<file path="src/rtl/m65c02_lst_xfer.sv">
// m65c02_lst_xfer: registered load/store/transfer operand selector for the
// M65C02A ALU path. Latches OAX/OAY/OSY prefixes, applies one to the next
// accepted LST operation, and holds the result on a valid/ack output stage.
`timescale 1ns/1ps

module m65c02_lst_xfer #(
    parameter int W      = 8,
    parameter bit OSY_EN = 1'b1
) (
    input  logic         i_clk,
    input  logic         i_rst_n,
    input  logic         i_pfx_vld,
    input  logic [1:0]   i_pfx,
    input  logic         i_en,
    input  logic [2:0]   i_osel,
    input  logic [W-1:0] i_a,
    input  logic [W-1:0] i_x,
    input  logic [W-1:0] i_y,
    input  logic [W-1:0] i_tmp,
    input  logic [W-1:0] i_s,
    input  logic [W-1:0] i_m,
    input  logic [7:0]   i_p,
    input  logic         i_ack,
    output logic [W:0]   o_out,
    output logic         o_val,
    output logic         o_busy,
    output logic [1:0]   o_pfx_act,
    output logic         o_pfx_err
);

    typedef enum logic [1:0] {
        IDLE = 2'd0,
        PFX  = 2'd1,
        HOLD = 2'd2
    } state_t;

    localparam logic [1:0] PFX_NONE = 2'd0;
    localparam logic [1:0] PFX_OAX  = 2'd1;
    localparam logic [1:0] PFX_OAY  = 2'd2;
    localparam logic [1:0] PFX_OSY  = 2'd3;

    localparam logic [2:0] SEL_X   = 3'd1;
    localparam logic [2:0] SEL_Y   = 3'd2;
    localparam logic [2:0] SEL_A   = 3'd3;
    localparam logic [2:0] SEL_TMP = 3'd4;
    localparam logic [2:0] SEL_S   = 3'd5;
    localparam logic [2:0] SEL_P   = 3'd6;
    localparam logic [2:0] SEL_M   = 3'd7;

    state_t       r_state;
    logic [W:0]   r_out;
    logic [1:0]   r_pfx_act;
    logic         r_pfx_err;

    logic         w_accept;
    logic [2:0]   w_sel;
    logic [W-1:0] w_operand;
    logic [1:0]   w_pfx_nxt;
    logic         w_pfx_load;
    logic         w_err_nxt;

    // Val is simply "in HOLD"; Busy blocks new ops until the consumer acks.
    assign o_val     = (r_state == HOLD);
    assign o_busy    = o_val & ~i_ack;
    assign w_accept  = i_en & ~o_busy;
    assign o_out     = r_out;
    assign o_pfx_act = r_pfx_act;
    assign o_pfx_err = r_pfx_err;

    // Rewrite the requested source according to the prefix latched before this edge.
    always_comb begin
        w_sel = i_osel;
        case (r_pfx_act)
            PFX_OAX: begin
                if (i_osel == SEL_X)      w_sel = SEL_A;
                else if (i_osel == SEL_A) w_sel = SEL_X;
            end
            PFX_OAY: begin
                if (i_osel == SEL_Y)      w_sel = SEL_A;
                else if (i_osel == SEL_A) w_sel = SEL_Y;
            end
            PFX_OSY: begin
                if (OSY_EN) begin
                    if (i_osel == SEL_Y)      w_sel = SEL_S;
                    else if (i_osel == SEL_S) w_sel = SEL_Y;
                end
            end
            default: w_sel = i_osel;
        endcase
    end

    // Operand multiplexer; P is zero-extended, unlisted selects give zero.
    always_comb begin
        w_operand = '0;
        case (w_sel)
            SEL_X:   w_operand = i_x;
            SEL_Y:   w_operand = i_y;
            SEL_A:   w_operand = i_a;
            SEL_TMP: w_operand = i_tmp;
            SEL_S:   w_operand = i_s;
            SEL_P:   w_operand = W'(i_p);
            SEL_M:   w_operand = i_m;
            default: w_operand = '0;
        endcase
    end

    // Next prefix: a new prefix wins over consumption; a differing replacement flags an error.
    always_comb begin
        w_pfx_nxt  = r_pfx_act;
        w_pfx_load = 1'b0;
        w_err_nxt  = 1'b0;
        if (i_pfx_vld) begin
            if (i_pfx == PFX_NONE) begin
                w_pfx_nxt = PFX_NONE;
            end else if ((i_pfx == PFX_OSY) && !OSY_EN) begin
                w_err_nxt = 1'b1;
            end else begin
                w_err_nxt  = (r_pfx_act != PFX_NONE) && (r_pfx_act != i_pfx);
                w_pfx_nxt  = i_pfx;
                w_pfx_load = 1'b1;
            end
        end
        if (w_accept && !w_pfx_load) begin
            w_pfx_nxt = PFX_NONE;
        end
    end

    // State machine with registered output word, prefix and error pulse.
    always_ff @(posedge i_clk or negedge i_rst_n) begin
        if (!i_rst_n) begin
            r_state   <= IDLE;
            r_out     <= '0;
            r_pfx_act <= PFX_NONE;
            r_pfx_err <= 1'b0;
        end else begin
            r_pfx_act <= w_pfx_nxt;
            r_pfx_err <= w_err_nxt;
            if (w_accept) begin
                r_out   <= {1'b0, w_operand};
                r_state <= HOLD;
            end else if ((r_state == HOLD) && !i_ack) begin
                r_state <= HOLD;
            end else if (w_pfx_nxt != PFX_NONE) begin
                r_state <= PFX;
            end else begin
                r_state <= IDLE;
            end
        end
    end

endmodule
</file>
<file path="config.mk">
export PLATFORM = sky130hd
export DESIGN_NAME = m65c02_lst_xfer
export DESIGN_NICKNAME = d
export VERILOG_FILES = /design/src/rtl/m65c02_lst_xfer.sv
export SDC_FILE = /design/constraint.sdc
export NUM_CORES = 1
export LEC_CHECK = 0
export BUFFER_PORTS_ARGS = -buffer_cell sky130_fd_sc_hd__buf_2
export CORE_ASPECT_RATIO = 1.25
export CORE_UTILIZATION = 42
export DETAILED_ROUTE_END_ITERATION = 6
export PLACE_DENSITY = 0.81
export SKIP_CTS_REPAIR_TIMING = 1
export SLEW_MARGIN = 25
export SYNTH_ARGS = -nofsm -noshare
export SYNTH_HDL_FRONTEND = slang
export SYNTH_SLANG_ARGS = --single-unit
</file>
<file path="constraint.sdc">
create_clock -name i_clk -period 1.75 [get_ports i_clk]
set_input_delay 0.0875 -clock i_clk [delete_from_list [all_inputs] [get_ports i_clk]]
set_output_delay 0.0875 -clock i_clk [all_outputs]
set_load 0.03 [all_outputs]
</file>
Word-level counts from Yosys, hierarchy flattened
Index checks and enable logic that the tools add are counted.
{ "op_classes": {"n_eq_ne": 16, "muxes": 18, "bitwise": 4, "reduce_logical": 8} }
{ "ops": {"columns": ["op", "count"], "rows": [
  ["one-hot mux 8 bit (7 select lines)", 1],
  ["2-to-1 mux 3 bit", 6],
  ["equality test 3 bit (second input constant)", 5],
  ["equality test 3 x 2 -> 1 bit (second input constant)", 4],
  ["2-to-1 mux 2 bit", 5],
  ["one-hot mux 3 bit (3 select lines)", 1],
  ["equality test 2 bit (second input constant)", 3],
  ["equality test 3 x 1 -> 1 bit (second input constant)", 2],
  ["2-to-1 mux 1 bit", 5],
  ["nonzero test 2 bit", 2],
  ["logical AND 1 bit", 3],
  ["AND 1 bit", 2],
  ["equality test 2 x 1 -> 1 bit (second input constant)", 1],
  ["zero test 1 bit", 2],
  ["zero test 2 bit", 1],
  ["!= test 2 bit", 1],
  ["NOT 1 bit", 2]
]} }
{ "totals": {"reg_bits": 13, "in_bits": 66, "output_inout_bits": 14} }

Logic depth before layout (Yosys ltp)
{ "logic_depth": {"ltp_word": 10, "ltp_mapped": 7} }

Worst setup path before layout
No wires, ideal clock.
{ "synth_path": {"path_kind": "reg2reg", "startpoint": "register r_pfx_act[0] (netlist: o_pfx_act[0])", "endpoint": "register r_out[6] (netlist: o_out[6])", "setup_time_ps": 123, "arrival_ps": 1629, "t_required_ps": 1627, "path_slack_ps": -2, "stages_incl_launch_ff": 6, "path_cell_list": "dfrtp_1 and3b_1 o211a_4 a221oi_2 o211ai_1 o221a_1"} }
{ "synth_between": {"elab_chain_len": 4, "elab_cells_between_ends": 12, "classes_between": "eq/ne (10); mux (2)"} }
{ "synth_lines": {"columns": ["element", "line_no", "source"], "rows": [
  ["start: declaration", "52", "logic [1:0] r_pfx_act;"],
  ["start signal: assignment", "136", "r_pfx_act <= w_pfx_nxt;"],
  ["equality test 2 bit or equality test 2 x 1 -> 1 bit (tied branches)", "73", "case (r_pfx_act)"],
  ["one-hot mux 3 bit (3 select lines) *", "73", null],
  ["equality test 3 bit, or another cell as far along", "95", "case (w_sel)"],
  ["one-hot mux 8 bit (7 select lines) *", "95", null],
  ["end signal: assignment", "139", "r_out <= {1'b0, w_operand};"],
  ["end: declaration", "51", "logic [W:0] r_out;"]
]} }
Every way passes the cells marked *; elsewhere a longest branch is shown, timed or not.
A chain may end at the register's enable or synchronous reset.

Worst setup path after layout
Ends and elaborated chain as after synthesis.

==> flow_results.org <==
** Status
- The flow ran to the end, and the final reports show no timing, DRC or antenna violations.

** Hold path
- Along the worst hold path, the cell count comes to 2.
- In this run the most critical hold path is launched from i_pfx_vld.
- Min-delay worst type :: input pin to flip-flop
- For hold timing, the worst endpoint is o_pfx_err.

** Power
- Leakage :: roughly 0.86 nW
- Design Power :: approximately 1.0 mW
- Peak supply drop :: ~0.43 mV
- In this run the power density over the cells is just over 600 mW/mm².

** Clock network
- In this run the number of H-tree levels came out at 1.
- Clock-pin slew was measured on the worst setup and hold paths at roughly 0.080 ns.
- Skew-Pair Late Insertion Delay :: approximately 0.28 ns
- TritonCTS built the clock tree.
- TritonCTS buffer count :: 3
- The clock drives 13 sinks.
- The tree is rooted in a sky130_fd_sc_hd__clkbuf_4.
- Max Root-Sink Buffers :: 2

** Floorplan
- In this run the core area contains 21 standard-cell rows.
- In this run the standard cell core region covers about 0.0027 mm².
- The floorplan step defined a die boundary enclosing around 0.0031 mm².
- In this run the vertical extent of the chip is slightly above 60 µm.
- The initial utilization of the core area, before any placement, comes to between 40 and 50%.
- Number of top-level design ports :: 80
- Horizontal die dimension :: 49.7 µm

** Global routing
- Wire length of the first global-routing pass :: between 5000 and 6000 µm
- The initial antenna violation count came to 0.
- Congestion Overflow GR :: 0
- Pin count of the biggest net entering global routing :: 16
- The number of global-route vias before repair was roughly 1.3k.
- GRT Total Usage :: approximately a quarter

** STA
- Dividing the final minimum period by the clock period gives 95.1%.
- Number of hold-slack violations in the final timing report :: 0
- For this run, the top clock speed supported by timing is between 0.6 and 0.7 GHz.
- Setup violations remaining at the end of the flow were counted as 0.
- On the final layout, the worst clock skew is 0.00541 ns.
- Hold timing on the final database bottoms out at a slack of 0.0654 ns.
- Unrepaired setup endpoints after global routing :: false
- Final number of max-transition violations :: 0
- For the finished layout, the period the worst path requires is 1.66 ns.

** Cells and area
- Fill cells in the final layout number 269.
- Sequential Area :: roughly 330 µm²
- Proportion of layout cells with a drive suffix above 1 :: between 50% and 60%
- Area used by multi-input combinational logic :: around 760 µm²
- Layout-stage area growth over the synthesis result :: 41.4%
- Final cell count without fillers :: 250
- The net count of the finished layout is around 280.
- Antenna diodes :: 0

** Critical path
- The worst setup path is captured at a flip-flop.
- Worst-case reg-to-reg path depth :: 5
- Kind of critical path :: flip-flop to flip-flop
- The startpoint identified for the worst register-to-register timing path is o_pfx_act[0].
- At the worst endpoint, the required time is 1.92 ns.
- Worst R2R Setup Slack :: around 0.085 ns
- The largest individual stage delay along the critical path comes from the cell sky130_fd_sc_hd__dfrtp_2.
- In this run the critical register-to-register path is captured at o_out[6].
- CP Max Fanout :: 9
- Delay of the slowest cell on the worst path :: between 0.4 and 0.5 ns
- The critical path goes through and3b_1, o211a_4, a221oi_2, o211ai_1, o221a_1.
- Startpoint types :: flip-flop
- CP arrival :: approximately 1.8 ns

** Yosys
- Counting every net in the synthesized netlist gives a little under 200.
- Yosys warning count :: 0
- Number of enable flip-flop cells after synthesis :: 0
- Library cell with the largest summed area after synthesis :: sky130_fd_sc_hd__dfrtp_1
- The share of synthesized area in the top cell type comes to a little over a quarter.
- In this run the cell area of the synthesized design comes to around 0.0012 mm².
- A synthesized cell averages between 9 and 10 µm².
- Synthesis produced between 100 and 150 cells.
- Ys flop type :: sky130_fd_sc_hd__dfrtp_1
- Register bit count reported by yosys :: 13
- Yosys mapped the design onto 36 distinct sky130hd cell types.
- Most area-consuming cells after synthesis :: sky130_fd_sc_hd__dfrtp_1, sky130_fd_sc_hd__a22oi_1, sky130_fd_sc_hd__mux2_2, sky130_fd_sc_hd__o221a_1, sky130_fd_sc_hd__inv_1
- Sequential share of the synthesized area :: 27.3%
- Share of async-settable or async-resettable flops after synthesis :: 100%

** Route
- Post-detailed-route wirelength per cell :: between 10 and 15 µm
- Remaining antenna violation count after routing :: 0
- Using the TritonRoute via totals, the vias-per-cell ratio works out to between 5 and 6.
- For this run, the detailed router's first-pass iteration total came to 4.
- DRC marker count from the first detailed-route iteration :: between 40 and 50
- For this block, the routed nets add up to roughly 3700 µm of wire.
- Across all layers, the routed design uses about 1.4k vias.
- Residual DRC count :: 0

** Placed design
- After detailed placement, the design holds a cell count of between 200 and 250.
- Port Buf Inserts :: about 80
- Routability-driven placement finished with a final weighted congestion of about 0.9.
- Post-detailed-placement half-perimeter wirelength :: around 2900 µm

** Flow run
- Max_cap viols :: 0
## sequential cells by signal, summed over array words and instances (netlist names)
name,count
o_pfx_act,2
r_state,2
o_out,8
o_pfx_err,1
## routing by layer
| metal | share of wire [%] | track usage, % | vias up |
|---|---|---|---|
| li1 | - | - | 671 |
| met1 | 39 | 31.2 | 667 |
| met2 | 53 | 43.6 | 60 |
| met3 | 6.0 | 2.96 | 4 |
| met4 | 1.5 | 14.7 | 0 |
| met5 | 0 | 0 | - |
## layout make-up
cell class	count	area share [%]
clock buffers	4	1.56
inverters	18	4.01
multi-input cells	94	45.3
flip-flops and latches	13	19.4
well taps	34	2.52
repair buffers	87	27.2
## cell usage after synthesis, types with 4 or more instances
cell	number
sky130_fd_sc_hd__inv_1	18
sky130_fd_sc_hd__a22oi_1	15
sky130_fd_sc_hd__dfrtp_1	13
sky130_fd_sc_hd__nor2_1	12
sky130_fd_sc_hd__mux2_2	8
sky130_fd_sc_hd__nand2_1	8
sky130_fd_sc_hd__o221a_1	8
sky130_fd_sc_hd__a32oi_1	7
sky130_fd_sc_hd__o2111ai_1	7
sky130_fd_sc_hd__nor2b_1	4
## stage by stage
stage	util, %	area, µm²	setup TNS, ns	setup slack [ns]
CTS	61.2	1640	-0.0135	-0.00695
global route	62.9	1690	0	0.00163
floorplan	-	1190	0	0.0168
detailed placement	60.2	1610	-0.00308	-0.00308
finish	62.9	1690	0	0.0855
global placement	60.2	1610	0	0.0804
## how the worst max path moves through the flow
| stage | endpoint | slack (ns) | from |
|---|---|---|---|
| 2_1_floorplan | o_out[0] | 0.02 | r_state[0] |
| 3_3_place_gp | o_out[5] | 0.08 | r_state[1] |
| 3_5_place_dp | o_out[1] | -0.003 | r_state[1] |
| 4_1_cts | o_out[7] | -0.007 | r_state[1] |
| 5_1_grt | o_out[2] | 0.002 | o_pfx_act[0] |
| 6_report | o_out[6] | 0.09 | o_pfx_act[0] |
## kinds of logic (layout without fill, tap and decap cells)
group                     after synthesis  after routing  synth area share [%]
other                                   1              1                 0.314
muxes                                   9              9                  9.44
xor gates and xnor gates                2              2                  1.47
DFF                                    13             13                  27.3
AOI/OAI and AO/OA                      46             46                  35.7
and+or+nand+nor                        36             36                  15.9
buffers and inverters                  25            109                  9.86
## worst max-delay path: cells and delay by family (launching register included)
family / cells / cell delay [ns]
AO/OA/AOI/OAI: 4 / 0.92
flip-flops: 1 / 0.44
AND/OR/NAND/NOR: 1 / 0.21
## cells in the final DEF (no fill, tap or decap), types with 2 or more instances in the layout
cell                        instances
sky130_fd_sc_hd__a32oi_1            7
sky130_fd_sc_hd__inv_1             18
sky130_fd_sc_hd__dfrtp_1           11
sky130_fd_sc_hd__a22oi_1           15
sky130_fd_sc_hd__nand2_1            8
sky130_fd_sc_hd__and2_1             2
sky130_fd_sc_hd__mux2_2             8
sky130_fd_sc_hd__clkbuf_4           3
sky130_fd_sc_hd__buf_4              7
sky130_fd_sc_hd__nor2b_1            3
sky130_fd_sc_hd__o221a_1            8
sky130_fd_sc_hd__nor2_1            12
sky130_fd_sc_hd__dfrtp_2            2
sky130_fd_sc_hd__o21ai_0            2
sky130_fd_sc_hd__buf_2             78
sky130_fd_sc_hd__o2111ai_1          7
## power by group
group / switching, mW / internal (mW)
clock: 0.0987 / 0.0885
combinational: 0.263 / 0.211
sequential: 0.0375 / 0.343
total: 0.399 / 0.643
(Power assumes the default switching activity.)
